--- src/rtl/dds_pkg.sv ---
// Shared types and constants for the DDS phase path.
package dds_pkg;

  typedef enum logic [0:0] {
    StIdle = 1'b0,
    StRun  = 1'b1
  } dds_state_e;

  // Default widths, also used by the waveform LUT stage.
  localparam int unsigned DdsPhaseW = 32;
  localparam int unsigned DdsOutW   = 12;

  // x^16 + x^14 + x^13 + x^11 + 1, Fibonacci form (tap bits 15, 13, 12, 10).
  localparam logic [15:0] LfsrTaps = 16'hB400;
  localparam logic [15:0] LfsrSeed = 16'hACE1;

  // Number of dither bits: the truncated-away width, capped at the LFSR width.
  function automatic int unsigned dither_width(int unsigned phase_w, int unsigned out_w);
    int unsigned w;
    w = phase_w - out_w;
    return (w > 16) ? 16 : w;
  endfunction

endpackage

--- src/rtl/dds_lfsr16.sv ---
// 16-bit maximal-length LFSR used to dither phase truncation.
module dds_lfsr16
  import dds_pkg::*;
(
  input  logic        clk_i,
  input  logic        rst_ni,
  input  logic        en_i,
  output logic [15:0] state_o
);

  logic [15:0] lfsr_q, lfsr_d;

  // Shift left, feeding back the XOR of the tapped bits.
  always_comb begin
    lfsr_d = lfsr_q;
    if (en_i) lfsr_d = {lfsr_q[14:0], ^(lfsr_q & LfsrTaps)};
  end

  // State register, seeded on reset so it never sits at all-zero.
  always_ff @(posedge clk_i or negedge rst_ni) begin
    if (!rst_ni) lfsr_q <= LfsrSeed;
    else         lfsr_q <= lfsr_d;
  end

  assign state_o = lfsr_q;

endmodule

--- src/rtl/dds_phase_acc.sv ---
// DDS phase accumulator: accumulates the active FTW while DelCE is high and emits a
// truncated, offset phase word. FTW updates are deferred to accumulator wrap.
// Optional truncation dither is enabled by defining DDS_PHASE_DITHER_EN.
module dds_phase_acc
  import dds_pkg::*;
#(
  parameter int unsigned PHASE_W = DdsPhaseW,
  parameter int unsigned OUT_W   = DdsOutW
) (
  input  logic               CLK,
  input  logic               RSTn,
  input  logic               CE,
  input  logic               DelCE,
  input  logic [PHASE_W-1:0] FTW,
  input  logic               FTW_LD,
  input  logic [OUT_W-1:0]   POFF,
  input  logic               SYNC_CLR,
  output logic [OUT_W-1:0]   PHASE_OUT,
  output logic               PHASE_VLD,
  output logic               WRAP
);

  dds_state_e         state_q, state_d;
  logic [PHASE_W-1:0] acc_q, acc_d;
  logic [PHASE_W-1:0] ftw_sh_q, ftw_sh_d;
  logic [PHASE_W-1:0] ftw_act_q, ftw_act_d;
  // Carry of the accumulate that produced acc_q, so WRAP lines up with its sample.
  logic               carry_q, carry_d;
  logic [OUT_W-1:0]   phase_q, phase_d;
  logic               vld_q, vld_d;
  logic               wrap_q, wrap_d;

  logic [PHASE_W:0]   sum;
  logic [PHASE_W-1:0] acc_dith;

  assign sum = {1'b0, acc_q} + {1'b0, ftw_act_q};

`ifdef DDS_PHASE_DITHER_EN
  localparam int unsigned DitherW    = dither_width(PHASE_W, OUT_W);
  localparam logic [15:0] DitherMask = 16'((32'd1 << DitherW) - 32'd1);

  logic [15:0] lfsr;

  dds_lfsr16 u_lfsr (
    .clk_i   (CLK),
    .rst_ni  (RSTn),
    .en_i    (CE && (state_q == StRun)),
    .state_o (lfsr)
  );

  // Dither carry out of the top bit is dropped; WRAP only follows the plain sum.
  assign acc_dith = acc_q + PHASE_W'(lfsr & DitherMask);
`else
  assign acc_dith = acc_q;
`endif

  // Next-state for the FSM, accumulator and FTW shadow/active registers.
  always_comb begin
    state_d   = state_q;
    acc_d     = acc_q;
    ftw_act_d = ftw_act_q;
    carry_d   = 1'b0;
    ftw_sh_d  = FTW_LD ? FTW : ftw_sh_q;

    if (SYNC_CLR) begin
      // A coincident load bypasses the shadow and takes effect immediately.
      acc_d     = '0;
      ftw_act_d = FTW_LD ? FTW : ftw_sh_q;
    end else begin
      case (state_q)
        StIdle: begin
          acc_d     = '0;
          ftw_act_d = ftw_sh_q;
          if (DelCE) state_d = StRun;
        end
        StRun: begin
          if (DelCE) begin
            acc_d   = sum[PHASE_W-1:0];
            carry_d = sum[PHASE_W];
            // Pre-edge shadow is used, so a load landing on a wrap waits one more wrap.
            if (sum[PHASE_W] && (ftw_sh_q != ftw_act_q)) ftw_act_d = ftw_sh_q;
          end else begin
            state_d = StIdle;
            acc_d   = '0;
          end
        end
        default: state_d = StIdle;
      endcase
    end
  end

  // Output stage computed from the registered accumulator.
  always_comb begin
    phase_d = acc_dith[PHASE_W-1 -: OUT_W] + POFF;
    vld_d   = (state_q == StRun);
    wrap_d  = carry_q;
  end

  // All state advances only on CE; reset clears outputs asynchronously.
  always_ff @(posedge CLK or negedge RSTn) begin
    if (!RSTn) begin
      state_q   <= StIdle;
      acc_q     <= '0;
      ftw_sh_q  <= '0;
      ftw_act_q <= '0;
      carry_q   <= 1'b0;
      phase_q   <= '0;
      vld_q     <= 1'b0;
      wrap_q    <= 1'b0;
    end else if (CE) begin
      state_q   <= state_d;
      acc_q     <= acc_d;
      ftw_sh_q  <= ftw_sh_d;
      ftw_act_q <= ftw_act_d;
      carry_q   <= carry_d;
      phase_q   <= phase_d;
      vld_q     <= vld_d;
      wrap_q    <= wrap_d;
    end
  end

  assign PHASE_OUT = phase_q;
  assign PHASE_VLD = vld_q;
  assign WRAP      = wrap_q;

endmodule

--- config.mk ---
export PLATFORM = sky130hd
export DESIGN_NAME = dds_phase_acc
export DESIGN_NICKNAME = d
export VERILOG_FILES = /design/src/rtl/dds_pkg.sv /design/src/rtl/dds_lfsr16.sv /design/src/rtl/dds_phase_acc.sv
export SDC_FILE = /design/constraint.sdc
export NUM_CORES = 1
export LEC_CHECK = 0
export ABC_AREA = 1
export ABC_CLOCK_PERIOD_IN_PS = 3400
export CAP_MARGIN = 10
export CELL_PAD_IN_SITES_DETAIL_PLACEMENT = 0
export CELL_PAD_IN_SITES_GLOBAL_PLACEMENT = 1
export CORE_UTILIZATION = 45
export CTS_CLUSTER_DIAMETER = 120
export DETAILED_ROUTE_END_ITERATION = 10
export PLACE_DENSITY_LB_ADDON = 0.1
export SYNTH_ARGS = -nofsm -noshare
export SYNTH_HDL_FRONTEND = slang
export SYNTH_SLANG_ARGS = --single-unit
--- constraint.sdc ---
create_clock -name CLK -period 3.4 [get_ports CLK]
set_input_delay 0.68 -clock CLK [delete_from_list [all_inputs] [get_ports CLK]]
set_output_delay 0.68 -clock CLK [all_outputs]
set_load 0.05 [all_outputs]
==> summary.md <==
| Metric | Value |
|---|---|
| Ys async rst share | 100.0% |
| Max VDD drop | 0.0002559 V |
| CP Launch Point | ftw_act_q[0]$_DFFE_PN0P_ |
| Fillers | 1,683 |
| CTS Hold Buffers Added | 0 |
| Worst reg-to-reg setup slack | 0.71 ns |
| Sequential area share after synthesis | 36.19% |
| Clock Path Buffers | 2 |
| Type of the worst setup path | reg2reg |
| Die Width | 133.2 um |
| Share of cells above drive strength 1 | 3.826% |
| Synth Instances | 1,099 |
| Maximum clock frequency | 0.3714 GHz |
| Max_cap viols | 0 |
| Tot GR Track Use | 24.29% |
| Worst Setup EP | ftw_act_q[29]$_DFFE_PN0P_ |
| CTS root buf | clkbuf_16 |
| PwrDens | 430.8 nW/um2 |
| Drt first pass iters | 5 |
| CTS tree | yes |
| Worst reg2reg path endpoint | ftw_act_q[29]$_DFFE_PN0P_ |
| TritonCTS Buffers | 9 |
| Setup TNS | 0 ns |
| FF-to-FF path depth | 17 |
| Final min period | 2.692 ns |
| Final Hold Viols | 0 |
| Max-slew violations | 0 |
| Post-CTS resize count | 0 |
| Largest net degree at the start of global routing | 113 |
| Detailed placement HPWL | 15.13 mm |
| Num ports | 64 |
| Post-synth EDFFs | 0 |
| Clock slew at reported path FFs | 0.08 ns |
| Min-delay worst type | in2async |
| Slew of the pin with the lowest slew margin | 0.8670 ns |
| Core Footprint | 16,700 um2 |
| Rows | 47 |
| Post-synth net total | 1,194 |
| Yosys warning count | 0 |
| I/O Buffers | 63 |
| Setup bufs post-CTS | 0 |
| Highest-count cells in the layout ignoring fill and taps | 398 x nand2_1, 112 x dfrtp_1, 103 x o21ai_0, 81 x inv_1, 79 x nor2_1 |
| Hold_ws | 0.3678 ns |
| Final worst slack | 0.7077 ns |
| Setup-failing EPs final | 0 |
| CP required | 3.65 ns |
| Mean Syn Cell Area | 7.047 um2 |
| Outcome | finished, final reports clean |
| ANT cells | 0 |
| Commonest non-fill, non-tap cell in the layout | nand2_1 |
| Post-route antenna net violation count | 0 |
| Final period util | 79.18% |
| Worst setup SP type | register |
| Rel. slew slack | 42.20% |
| CP endpoint kind | register |
| Leakage power | 4.426 nW |
| Critical Path Fanout Max | 32 |
| Initial antenna violation count | 0 |
| RSZ-0062 raised after global routing | no |
| Layout net count | 1,241 |
| Die area | 17,740 um2 |
| Yosys reg bits | 112 |
| Worst path arrival time | 2.94 ns |
| Reg2Reg Launch Point | ftw_act_q[0]$_DFFE_PN0P_ |
| First-pass GRT wire length | 34.01 mm |
| Total Wirelength | 20.30 mm |
| Via count | 6,990 |
| DRC violations left | 0 |
| P&R area growth vs syn | 14.30% |
| DR iter-0 viols | 370 |
| Clk_lat worst skew | 0.36 ns |
| Post-Syn Area | 7745 um2 |
| Pre-CTS WS | 0.6141 ns |
| GPL Wtd Cong | 0.8877 |
| Drt via density | 5.102 |
| Clock skew | 0.01151 ns |
| Vias in the first global route | 6,597 |
| Max H-tree Level | 3 |
| Congestion Overflow GR | 0 |
| Ys flop type | dfrtp_1 |
| Initial core utilization | 46.37% |
| Clock sinks | 112 |
| Average wire per standard cell | 14.82 um |
| Die span in y | 133.2 um |
| Netlist cell types | 39 |
-- state kept, by name, indices dropped and copies added, names as in the netlist --
signal,count
WRAP,1
carry_q,1
state_q,1
PHASE_OUT,12
PHASE_VLD,1
acc_dith,32
ftw_act_q,32
ftw_sh_q,32
-- cell usage after synthesis, types with 8 or more instances --
master / instances / area [um2]
nor3_1: 12 / 60.06
inv_1: 81 / 304.0
clkbuf_1: 21 / 78.83
nor2_1: 79 / 296.5
nand2_1: 398 / 1494
xnor2_1: 26 / 227.7
ha_1: 43 / 538.0
nand3_1: 69 / 345.3
buf_2: 8 / 40.04
mux2i_1: 23 / 230.2
o21ai_0: 103 / 515.5
a21oi_1: 61 / 305.3
dfrtp_1: 112 / 2803
-- cell families (layout without fill, tap and decap cells) --
group | count (synthesis) | count (layout) | share of synthesized area (%)
xor+xnor | 28 | 28 | 3.166
buf+inv | 120 | 171 | 6.430
fa+ha+maj | 45 | 45 | 7.464
flops | 112 | 112 | 36.19
compound gates | 188 | 188 | 13.05
mux | 23 | 23 | 2.973
simple gates | 583 | 583 | 30.73
-- worst min-delay path by stage --
| stage | cells after the start | start | end | slack [ns] |
|---|---|---|---|---|
| after global placement | 2 | WRAP$_DFFE_PN0P_ | WRAP$_DFFE_PN0P_ | 0.46 |
| after floorplan | 0 | RSTn | PHASE_OUT[0]$_DFFE_PN0P_ | 0.38 |
| after CTS | 2 | RSTn | acc_dith[6]$_DFFE_PN0P_ | 0.44 |
| final | 2 | RSTn | acc_dith[6]$_DFFE_PN0P_ | 0.37 |
| after global routing | 2 | RSTn | acc_dith[6]$_DFFE_PN0P_ | 0.44 |
| after detailed placement | 2 | WRAP$_DFFE_PN0P_ | WRAP$_DFFE_PN0P_ | 0.46 |
-- layout make-up --
class | instances | area, um2 | share of cell area [%]
multi-input combinational | 867 | 4444 | 50.20
sequential | 112 | 2803 | 31.66
timing repair buffer | 72 | 710.7 | 8.028
inverter | 84 | 316.6 | 3.576
tap | 220 | 275.3 | 3.110
clock buffer | 9 | 225.2 | 2.544
clock inverter | 6 | 77.57 | 0.8763
-- metrics by stage --
stage	instances	util (%)	power [mW]	cell area, um2
finish	1370	53.00	3.814	8852
detailed placement	1355	51.19	2.724	8549
global route	1370	53.00	4.058	8852
CTS	1370	53.00	3.844	8852
floorplan	1099	-	2.376	7745
global placement	1355	51.19	2.707	8549
-- where the power goes --
group	internal, mW	total (mW)	switching, mW	leakage, nW
clock network	0.581	1.11	0.534	0.149
logic	0.409	1.02	0.612	2.83
registers	1.48	1.68	0.194	1.45
-- per-layer routing --
layer / part of all wire (%) / wire (um) / track usage, %
met1: 53 / 10810 / 37.17
met2: 43 / 8761 / 36.85
met3: 3.0 / 604 / 3.349
met4: 0.60 / 122 / 3.788
met5: 0 / 0 / 0
-- critical path, stage by stage (launching register included) --
cell and delay (ns):
dfrtp_1 0.40, ha_1 0.16, inv_1 0.06, fa_1 0.36, inv_1 0.07, nand2_1 0.08
nand2_1 0.07, nand3_1 0.06, nand2_1 0.13, nand2_1 0.10, nand2_1 0.13, nand2_1 0.08
nand2_2 0.10, nand3_2 0.09, nand2_4 0.19, nand2_4 0.28, nand2_1 0.15, nand2_1 0.06
(Power assumes the default switching activity.)
